### src/rtl/conv_14_mul_share_arb_if.sv
// Requester-side request/response bundle for the shared multiplier arbiter.
// The arbiter takes the slave modport; requesters (or a bench) take the master modport.
interface conv_14_mul_share_arb_if #(
   parameter int NUM_REQ = 4,
   parameter int A_W     = 16,
   parameter int B_W     = 8,
   parameter int P_W     = A_W + B_W
) ();
   logic [NUM_REQ-1:0]     req_valid;
   logic [NUM_REQ-1:0]     req_ready;
   logic [NUM_REQ*A_W-1:0] req_a;
   logic [NUM_REQ*B_W-1:0] req_b;
   logic [NUM_REQ-1:0]     rsp_valid;
   logic [NUM_REQ-1:0]     rsp_ready;
   logic [P_W-1:0]         rsp_p;
   logic                   idle;

   modport slave (
      input  req_valid, req_a, req_b, rsp_ready,
      output req_ready, rsp_valid, rsp_p, idle
   );

   modport master (
      output req_valid, req_a, req_b, rsp_ready,
      input  req_ready, rsp_valid, rsp_p, idle
   );
endinterface

### src/rtl/conv_14_mul_share_arb.sv
// Round-robin share of one signed A_W x B_W multiplier; MUL_STAGES cycles accept->rsp_valid.
// A full output slot whose owner is not ready freezes the whole pipeline and blocks new grants.
module conv_14_mul_share_arb #(
   parameter int NUM_REQ    = 4,
   parameter int A_W        = 16,
   parameter int B_W        = 8,
   parameter int P_W        = A_W + B_W,
   parameter int MUL_STAGES = 2,
   localparam int ID_W      = (NUM_REQ > 1) ? $clog2(NUM_REQ) : 1
) (
   input logic                    ap_clk,
   input logic                    ap_rst_n,
   conv_14_mul_share_arb_if.slave bus
);
   localparam int LAST = MUL_STAGES - 1;

   logic [MUL_STAGES-1:0] stg_vld;
   logic [ID_W-1:0]       stg_tag  [MUL_STAGES];
   logic [P_W-1:0]        stg_prod [MUL_STAGES];

   logic [ID_W-1:0]  rr_ptr;
   logic [ID_W-1:0]  gnt_id;
   logic [ID_W-1:0]  idx;
   logic             gnt_found;
   logic             out_valid;
   logic [ID_W-1:0]  out_id;
   logic             adv;
   logic             accept;
   logic [A_W-1:0]   a_sel;
   logic [B_W-1:0]   b_sel;
   logic signed [P_W-1:0] a_ext;
   logic signed [P_W-1:0] b_ext;
   logic signed [P_W-1:0] mul_res;

   // First requesting index at or after rr_ptr, wrapping at NUM_REQ.
   always_comb begin
      gnt_found = 1'b0;
      gnt_id    = '0;
      idx       = '0;
      for (int k = 0; k < NUM_REQ; k++) begin
         idx = ID_W'((int'(rr_ptr) + k) % NUM_REQ);
         if (!gnt_found && bus.req_valid[idx]) begin
            gnt_found = 1'b1;
            gnt_id    = idx;
         end
      end
   end

   assign out_valid = stg_vld[LAST];
   assign out_id    = stg_tag[LAST];
   assign adv       = ~out_valid | bus.rsp_ready[out_id];
   assign accept    = gnt_found & adv & ap_rst_n;

   assign bus.req_ready = accept ? (NUM_REQ'(1) << gnt_id) : '0;
   assign bus.rsp_valid = out_valid ? (NUM_REQ'(1) << out_id) : '0;
   assign bus.rsp_p     = stg_prod[LAST];
   assign bus.idle      = ~|stg_vld;

   assign a_sel   = bus.req_a[int'(gnt_id)*A_W +: A_W];
   assign b_sel   = bus.req_b[int'(gnt_id)*B_W +: B_W];
   assign a_ext   = P_W'($signed(a_sel));
   assign b_ext   = P_W'($signed(b_sel));
   assign mul_res = a_ext * b_ext;

   always_ff @(posedge ap_clk or negedge ap_rst_n) begin
      if (!ap_rst_n) begin
         rr_ptr  <= '0;
         stg_vld <= '0;
         for (int s = 0; s < MUL_STAGES; s++) begin
            stg_tag[s]  <= '0;
            stg_prod[s] <= '0;
         end
      end else begin
         if (accept) begin
            rr_ptr <= (gnt_id == ID_W'(NUM_REQ - 1)) ? '0 : gnt_id + 1'b1;
         end
         // Bubbles travel with the data; nothing moves unless the output slot can drain.
         if (adv) begin
            stg_vld[0]  <= accept;
            stg_tag[0]  <= gnt_id;
            stg_prod[0] <= mul_res;
            for (int s = 1; s < MUL_STAGES; s++) begin
               stg_vld[s]  <= stg_vld[s-1];
               stg_tag[s]  <= stg_tag[s-1];
               stg_prod[s] <= stg_prod[s-1];
            end
         end
      end
   end
endmodule

### src/flat_wrapper.sv
// flat-port wrapper written by rule: the top's interface ports become plain ports
module conv_14_mul_share_arb_flat 
#(
   parameter int NUM_REQ    = 4,
   parameter int A_W        = 16,
   parameter int B_W        = 8,
   parameter int P_W        = A_W + B_W,
   parameter int MUL_STAGES = 2,
   localparam int ID_W      = (NUM_REQ > 1) ? $clog2(NUM_REQ) : 1
)
  (ap_clk, ap_rst_n, bus_req_valid, bus_req_a, bus_req_b, bus_rsp_ready, bus_req_ready, bus_rsp_valid, bus_rsp_p, bus_idle);
  conv_14_mul_share_arb_if #(.NUM_REQ(NUM_REQ), .A_W(A_W), .B_W(B_W), .P_W(P_W)) bus_i ();
  input logic ap_clk;
  input logic ap_rst_n;
  input wire logic [$bits(bus_i.req_valid)-1:0] bus_req_valid;
  input wire logic [$bits(bus_i.req_a)-1:0] bus_req_a;
  input wire logic [$bits(bus_i.req_b)-1:0] bus_req_b;
  input wire logic [$bits(bus_i.rsp_ready)-1:0] bus_rsp_ready;
  output wire logic [$bits(bus_i.req_ready)-1:0] bus_req_ready;
  output wire logic [$bits(bus_i.rsp_valid)-1:0] bus_rsp_valid;
  output wire logic [$bits(bus_i.rsp_p)-1:0] bus_rsp_p;
  output wire logic [$bits(bus_i.idle)-1:0] bus_idle;
  assign bus_i.req_valid = bus_req_valid;
  assign bus_i.req_a = bus_req_a;
  assign bus_i.req_b = bus_req_b;
  assign bus_i.rsp_ready = bus_rsp_ready;
  assign bus_req_ready = bus_i.req_ready;
  assign bus_rsp_valid = bus_i.rsp_valid;
  assign bus_rsp_p = bus_i.rsp_p;
  assign bus_idle = bus_i.idle;
  conv_14_mul_share_arb #(.NUM_REQ(NUM_REQ), .A_W(A_W), .B_W(B_W), .P_W(P_W), .MUL_STAGES(MUL_STAGES)) u_core (.ap_clk(ap_clk), .ap_rst_n(ap_rst_n), .bus(bus_i));
endmodule
### config.mk
export PLATFORM = sky130hd
export DESIGN_NAME = conv_14_mul_share_arb_flat
export DESIGN_NICKNAME = d
export VERILOG_FILES = /design/src/rtl/conv_14_mul_share_arb_if.sv /design/src/rtl/conv_14_mul_share_arb.sv /design/src/flat_wrapper.sv
export SDC_FILE = /design/constraint.sdc
export NUM_CORES = 1
export LEC_CHECK = 0
export CORE_AREA = 3 3 180 129
export DETAILED_ROUTE_END_ITERATION = 10
export DIE_AREA = 0 0 183 132
export PLACE_DENSITY = 0.69
export SYNTH_ARGS = -nofsm -noshare
export SYNTH_HDL_FRONTEND = slang
export SYNTH_SLANG_ARGS = --single-unit
### constraint.sdc
create_clock -name ap_clk -period 8.2 [get_ports ap_clk]
set_input_delay 1.64 -clock ap_clk [delete_from_list [all_inputs] [get_ports ap_clk]]
set_output_delay 1.64 -clock ap_clk [all_outputs]
set_load 0.02 [all_outputs]
Yosys cells after proc, flatten, opt, wreduce, memory -nomap -nowiden
Cells that the tools add are included.
- register bits: 56
- input bits: 106
- output and inout bits: 33
- word-level logic and storage cells: 54
- $add $sub $neg: 4
- multiply operators: 1
- $lt $le $gt $ge: 5
- equality and inequality tests: 1
- shift operators: 4
- mux-type cells: 21
- bitwise logic cells: 4
- reduce and logical (&&, ||, !) cells: 8
- operators by type and width (operator ; count):
    indexed part select 64 x 7 -> 16 bit ; 1
    indexed part select 32 x 6 -> 8 bit ; 1
    multiplier 16 x 8 -> 24 bit ; 1
    less-than comparator 2 x 3 -> 1 bit, second input constant ; 5
    binary-select mux 1 bit (select 2 bit) ; 5
    two-way mux 2 bit ; 5
    two-way mux 1 bit ; 9
    two-way mux 4 bit ; 2
    << shifter 1 x 2 -> 4 bit, first input constant ; 2
    adder 2 x 1 -> 2 bit, second input constant ; 2
    adder 2 bit, second input constant ; 2
    zero test 1 bit ; 4
    logical AND 1 bit ; 3
    bitwise AND 1 bit ; 2
    equality test 2 bit, second input constant ; 1
    OR reduction 2 bit ; 1
    inverter 1 bit ; 1
    bitwise OR 1 bit ; 1

Logic depth before layout (Yosys ltp)
- word-level depth: 15
- gate-level depth with buffers: 27
- mapped depth without buffers: 24

Worst setup path before layout
OpenSTA, ideal clock, no wires.
- path kind: in2reg
- start: input bus_req_valid[2]
- end: register u_core.stg_prod[44] (netlist name)
- library setup time: 0.124 ns
- data arrival time: 6.790 ns
- path slack: 1.286 ns
- stages on the path: 24
- path buffers: 3
- path through: inv_2 nor2_1 o32a_1 buf_4 buf_2 nand2_1 nand2_1 o21ai_2 buf_4 nor2_1 fa_1 fa_1 fa_1 inv_1 fa_1 inv_1 ha_1 a211o_1 or3_1 nor3_1 nor3_2 a311oi_2 xor2_1 o21ai_1
- word-level cells in the longest chain between the ends: 14
- elaborated cells on any way between the ends: 24
- classes of those cells: mul: 1; shift: 2; mux: 15; reduce/logical: 6
- RTL lines (item ; line ; RTL):
    start: declaration ; flat_wrapper.sv:15 ; input wire logic [$bits(bus_i.req_valid)-1:0] bus_req_valid;
    binary-select mux 1 bit (select 2 bit) ; conv_14_mul_share_arb.sv:42 ; if (!gnt_found && bus.req_valid[idx]) begin
    two-way mux 1 bit (implied by the code) ; conv_14_mul_share_arb.sv:42 ;
    two-way mux 1 bit ; conv_14_mul_share_arb.sv:42 ;
    zero test 1 bit ; conv_14_mul_share_arb.sv:42 ;
    logical AND 1 bit ; conv_14_mul_share_arb.sv:42 ;
    two-way mux 1 bit ; conv_14_mul_share_arb.sv:42 ;
    zero test 1 bit ; conv_14_mul_share_arb.sv:42 ;
    logical AND 1 bit ; conv_14_mul_share_arb.sv:42 ;
    two-way mux 1 bit ; conv_14_mul_share_arb.sv:42 ;
    zero test 1 bit ; conv_14_mul_share_arb.sv:42 ;
    logical AND 1 bit ; conv_14_mul_share_arb.sv:42 ;
    two-way mux 2 bit (*) ; conv_14_mul_share_arb.sv:42 ;
    indexed part select 64 x 7 -> 16 bit / indexed part select 32 x 6 -> 8 bit (equally long branches) ; conv_14_mul_share_arb.sv:59, conv_14_mul_share_arb.sv:60 ;
    multiplier 16 x 8 -> 24 bit (*) ; conv_14_mul_share_arb.sv:63 ; assign mul_res = a_ext * b_ext;
    end signal: indexed assignment ; conv_14_mul_share_arb.sv:85 ; stg_prod[s] <= stg_prod[s-1];
    end: declaration ; conv_14_mul_share_arb.sv:19 ; logic [P_W-1:0] stg_prod [MUL_STAGES];
Every way passes the cells marked *; elsewhere a longest branch is shown, timed or not. The select of a mux whose other input is x is not followed.
A chain may end at the register's enable or synchronous reset.

Worst setup path after layout
Same ends and word-level chain as after synthesis.

==> metrics.txt <==
CTS Buf Count=5; proportion of netlist area held by the largest area contributor=0.266; Layout Nets=1,333; Distinct cells, synth=52; register-to-register setup slack=1.96 ns; clock latency of the later-clocked register in the worst-skew pair=0.30 ns; sequential area share after synthesis=0.181; TritonCTS clock tree=done; 1st-pass router iterations=4; Syn Inst Count=around 970; FILL cells=2,202; post-synthesis simple-gate area fraction=0.233; Routed WL=18,500 um; flip-flop cell with the highest count after synthesis=sky130_fd_sc_hd__dfrtp_1; number of routed nets with antenna violations=0; number of storage elements in the synthesis netlist=56; mean number of vias per cell=4.72; antenna diode count=0; critical path arrival=7.83 ns; worst hold path stage count=2; Async SR Flop Fraction=1.00; type of the setup path with the least slack=primary input to register; xor and xnor fraction of the mapped netlist area=0.0248; post-layout min period=7.65 ns; setup tns final=0 ns; DRC Markers=0; sort of element at the end of the critical path=register; data required time of the worst path=around 8.4 ns; Finish-stage setup viols=0; number of antenna violations at the first check in global routing=0; most common cell in the netlist=sky130_fd_sc_hd__nand2_1; dominant combinational cell family by area after synthesis=adder cells; synthesized area divided by synthesized cell count=8.03 um2; most area-hungry cell type in the Yosys netlist=sky130_fd_sc_hd__fa_1; top cells by instance count after synthesis=sky130_fd_sc_hd__nand2_1 (228), sky130_fd_sc_hd__inv_1 (141), sky130_fd_sc_hd__fa_1 (103); H-Tree Level Count=2; CTS sink count=56; detailed placement HPWL=15,500 um; setup clock skew after layout=0.00854 ns; placer's final routability congestion estimate=about 0.85; core utilization of the finished layout=0.437; unrepaired setup endpoints after global routing=false; most area-consuming cells after synthesis=sky130_fd_sc_hd__fa_1 (27%), sky130_fd_sc_hd__dfrtp_1 (18%), sky130_fd_sc_hd__nand2_1 (11%), sky130_fd_sc_hd__ha_1 (7.9%), sky130_fd_sc_hd__inv_1 (6.8%); post-synth design cell area=7760 um2; syn nets=1,224; number of rows created at floorplan=45; CTS-repair resized insts=0; pin count of the biggest net entering global routing=between 50 and 60; vias in the first global route=roughly 6.7k; actual transition at the worst max-transition pin=0.970 ns; number of buffer cells added on primary ports=138; critical path startpoint category=primary input; Clock transition at path regs=0.08 ns; total gr overflow=0; share of synthesized cell area in full adder, half adder and majority cells=0.345; clock buffer depth=2; fin crit share=0.933; compound-gate portion of the synthesized area=0.0894; combined area of the multi-input logic cells=5460 um2; Chip Height=132 um; number of warnings issued by yosys=0; Worst Reg-to-Reg Cells=23; overall fraction of global-route tracks in use=0.157; start of the worst register-to-register path=u_core.rr_ptr[1]$_DFFE_PN0P_; relative area change from synthesis to final layout=21.9%; mux share of post-synthesis cell area=0.00968; tightest slew margin relative to the limit=0.354; fmax=131 MHz; area inside the core boundary=21,600 um2; Worst Min Path Start=u_core.bus.rsp_p[13]$_DFFE_PN0N_; Min-Delay Path Class=register to register; combined flip-flop and latch cell area=1400 um2; status=complete, no violations; final hold violation count=0; count of boundary I/O pins=around 140; die width=183 um; WL/cell=13.7 um; wire length of the first global-routing pass=around 32,000 um; ratio of cells with drive above 1 in the final layout=0.0651; count of pins over their slew limit=0; clock root buffer master=sky130_fd_sc_hd__clkbuf_16; Reg-to-Reg End=u_core.stg_prod[44]$_DFFE_PN0N_; initial core utilization=0.359; number of enable-type register cells in the synthesized netlist=0; overall via count from detail_route=6,405; Critical Path Fanout Max=48; number of buffers inserted by post-CTS setup repair=0; total of hold buffers inserted after clock tree synthesis=0; capture endpoint of the worst hold path=u_core.bus.rsp_p[13]$_DFFE_PN0N_; Detailed Route Iter0 Violations=a little over 300; die area=around 24,000 um2; Maximum Capacitance Violations=0
through the flow:
step | std cells | setup WS, ns | hold WS, ns | area [um2]
after global routing | 1358 | 0.0751 | 0.487 | 9460
final | 1358 | 0.547 | 0.465 | 9460
after floorplan | 966 | 1.29 | 0.439 | 7760
after CTS | 1358 | 0.523 | 0.471 | 9460
after detailed placement | 1350 | 0.224 | 0.455 | 9310
after global placement | 1350 | 0.362 | 0.450 | 9310
cell usage in the layout (no fill, tap or decap), types with 3 or more instances in the layout:
master                            Yosys  routed
sky130_fd_sc_hd__nand2_1            228     228
sky130_fd_sc_hd__inv_1              141     141
sky130_fd_sc_hd__clkdlybuf4s50_1      0     137
sky130_fd_sc_hd__fa_1               103     103
sky130_fd_sc_hd__nor2_1             101     101
sky130_fd_sc_hd__dfrtp_1             56      56
sky130_fd_sc_hd__ha_1                49      49
sky130_fd_sc_hd__or2_1               33      33
sky130_fd_sc_hd__nand3_1             25      25
sky130_fd_sc_hd__buf_4               33      24
sky130_fd_sc_hd__o21ai_2             23      23
sky130_fd_sc_hd__a21oi_1             22      22
sky130_fd_sc_hd__o21ai_0             19      19
sky130_fd_sc_hd__and2_1              15      15
sky130_fd_sc_hd__xnor2_1             15      15
sky130_fd_sc_hd__xor2_1               7       7
sky130_fd_sc_hd__a21o_1               6       6
sky130_fd_sc_hd__o21ai_1              5       5
sky130_fd_sc_hd__clkbuf_16            0       5
sky130_fd_sc_hd__nor3_1               4       4
sky130_fd_sc_hd__nand2b_1             5       4
sky130_fd_sc_hd__inv_2                3       3
sky130_fd_sc_hd__o22ai_1              3       3
sky130_fd_sc_hd__nor2b_1              4       3
sky130_fd_sc_hd__a211oi_1             3       3
sky130_fd_sc_hd__mux2i_1              3       3
sky130_fd_sc_hd__and3_1               3       3
sky130_fd_sc_hd__o21a_1               3       3
sky130_fd_sc_hd__a31oi_1              3       3
per-layer routing:
layer  part of all wire  track usage
met5                  0            0
met2               0.46        0.264
met3              0.066       0.0342
met4             0.0037       0.0131
met1               0.47        0.218
flip-flops by register name, indices dropped and copies added (netlist names):
register and count:
u_core.bus.rsp_p 24, u_core.stg_prod 24, u_core.out_id 2, u_core.rr_ptr 2, u_core.stg_tag 2, u_core.stg_vld 2
worst max-delay path, cell delays in order:
cell	delay, ns
sky130_fd_sc_hd__clkdlybuf4s50_1	0.52
sky130_fd_sc_hd__inv_2	0.06
sky130_fd_sc_hd__a211oi_1	0.17
sky130_fd_sc_hd__o32a_1	0.20
sky130_fd_sc_hd__buf_4	0.42
sky130_fd_sc_hd__nand2_1	0.11
sky130_fd_sc_hd__nand3_1	0.11
sky130_fd_sc_hd__o21ai_2	0.16
sky130_fd_sc_hd__buf_4	0.24
sky130_fd_sc_hd__or2_1	0.26
sky130_fd_sc_hd__fa_1	0.42
sky130_fd_sc_hd__inv_1	0.10
sky130_fd_sc_hd__fa_1	0.46
sky130_fd_sc_hd__fa_1	0.55
sky130_fd_sc_hd__inv_1	0.05
sky130_fd_sc_hd__fa_1	0.53
sky130_fd_sc_hd__inv_1	0.05
sky130_fd_sc_hd__ha_1	0.21
sky130_fd_sc_hd__a211o_1	0.31
sky130_fd_sc_hd__or3_1	0.33
sky130_fd_sc_hd__nor3_1	0.22
sky130_fd_sc_hd__nor3_2	0.13
sky130_fd_sc_hd__a311oi_2	0.31
sky130_fd_sc_hd__xor2_1	0.17
sky130_fd_sc_hd__o21ai_1	0.07
kinds of logic (layout without fill, tap and decap cells):
logic type | count (synthesis) | after routing
buffers and inverters | 204 | 314
multiplexers | 6 | 6
adder cells (fa/ha/maj) | 152 | 152
XOR/XNOR | 22 | 22
flip-flops | 56 | 56
AND/OR/NAND/NOR | 425 | 425
AO/OA/AOI/OAI | 101 | 101
worst max-delay path by stage:
stage	start	endpoint	slack, ns	depth (start not counted)
after global routing	bus_req_valid[2]	u_core.stg_prod[46]$_DFFE_PN0N_	0.08	25
after floorplan	bus_req_valid[2]	u_core.stg_prod[44]$_DFFE_PN0N_	1.29	24
after detailed placement	bus_req_valid[1]	u_core.stg_prod[45]$_DFFE_PN0N_	0.22	25
final	bus_req_valid[2]	u_core.stg_prod[44]$_DFFE_PN0N_	0.55	25
after CTS	bus_req_valid[0]	u_core.stg_prod[45]$_DFFE_PN0N_	0.52	25
after global placement	bus_req_valid[2]	u_core.stg_prod[44]$_DFFE_PN0N_	0.36	25
final cells by class:
cell class                      instances  area share
Multi-Input combinational cell        706       0.577
Inverter                              144      0.0572
Sequential cell                        56       0.148
Timing Repair Buffer                  162       0.165
Clock buffer                            5      0.0132
Clock inverter                          3     0.00238
Tap cell                              282      0.0373
Power is not shown: default switching activity piles up to over one toggle a cycle in this logic, so the estimate is an artifact.
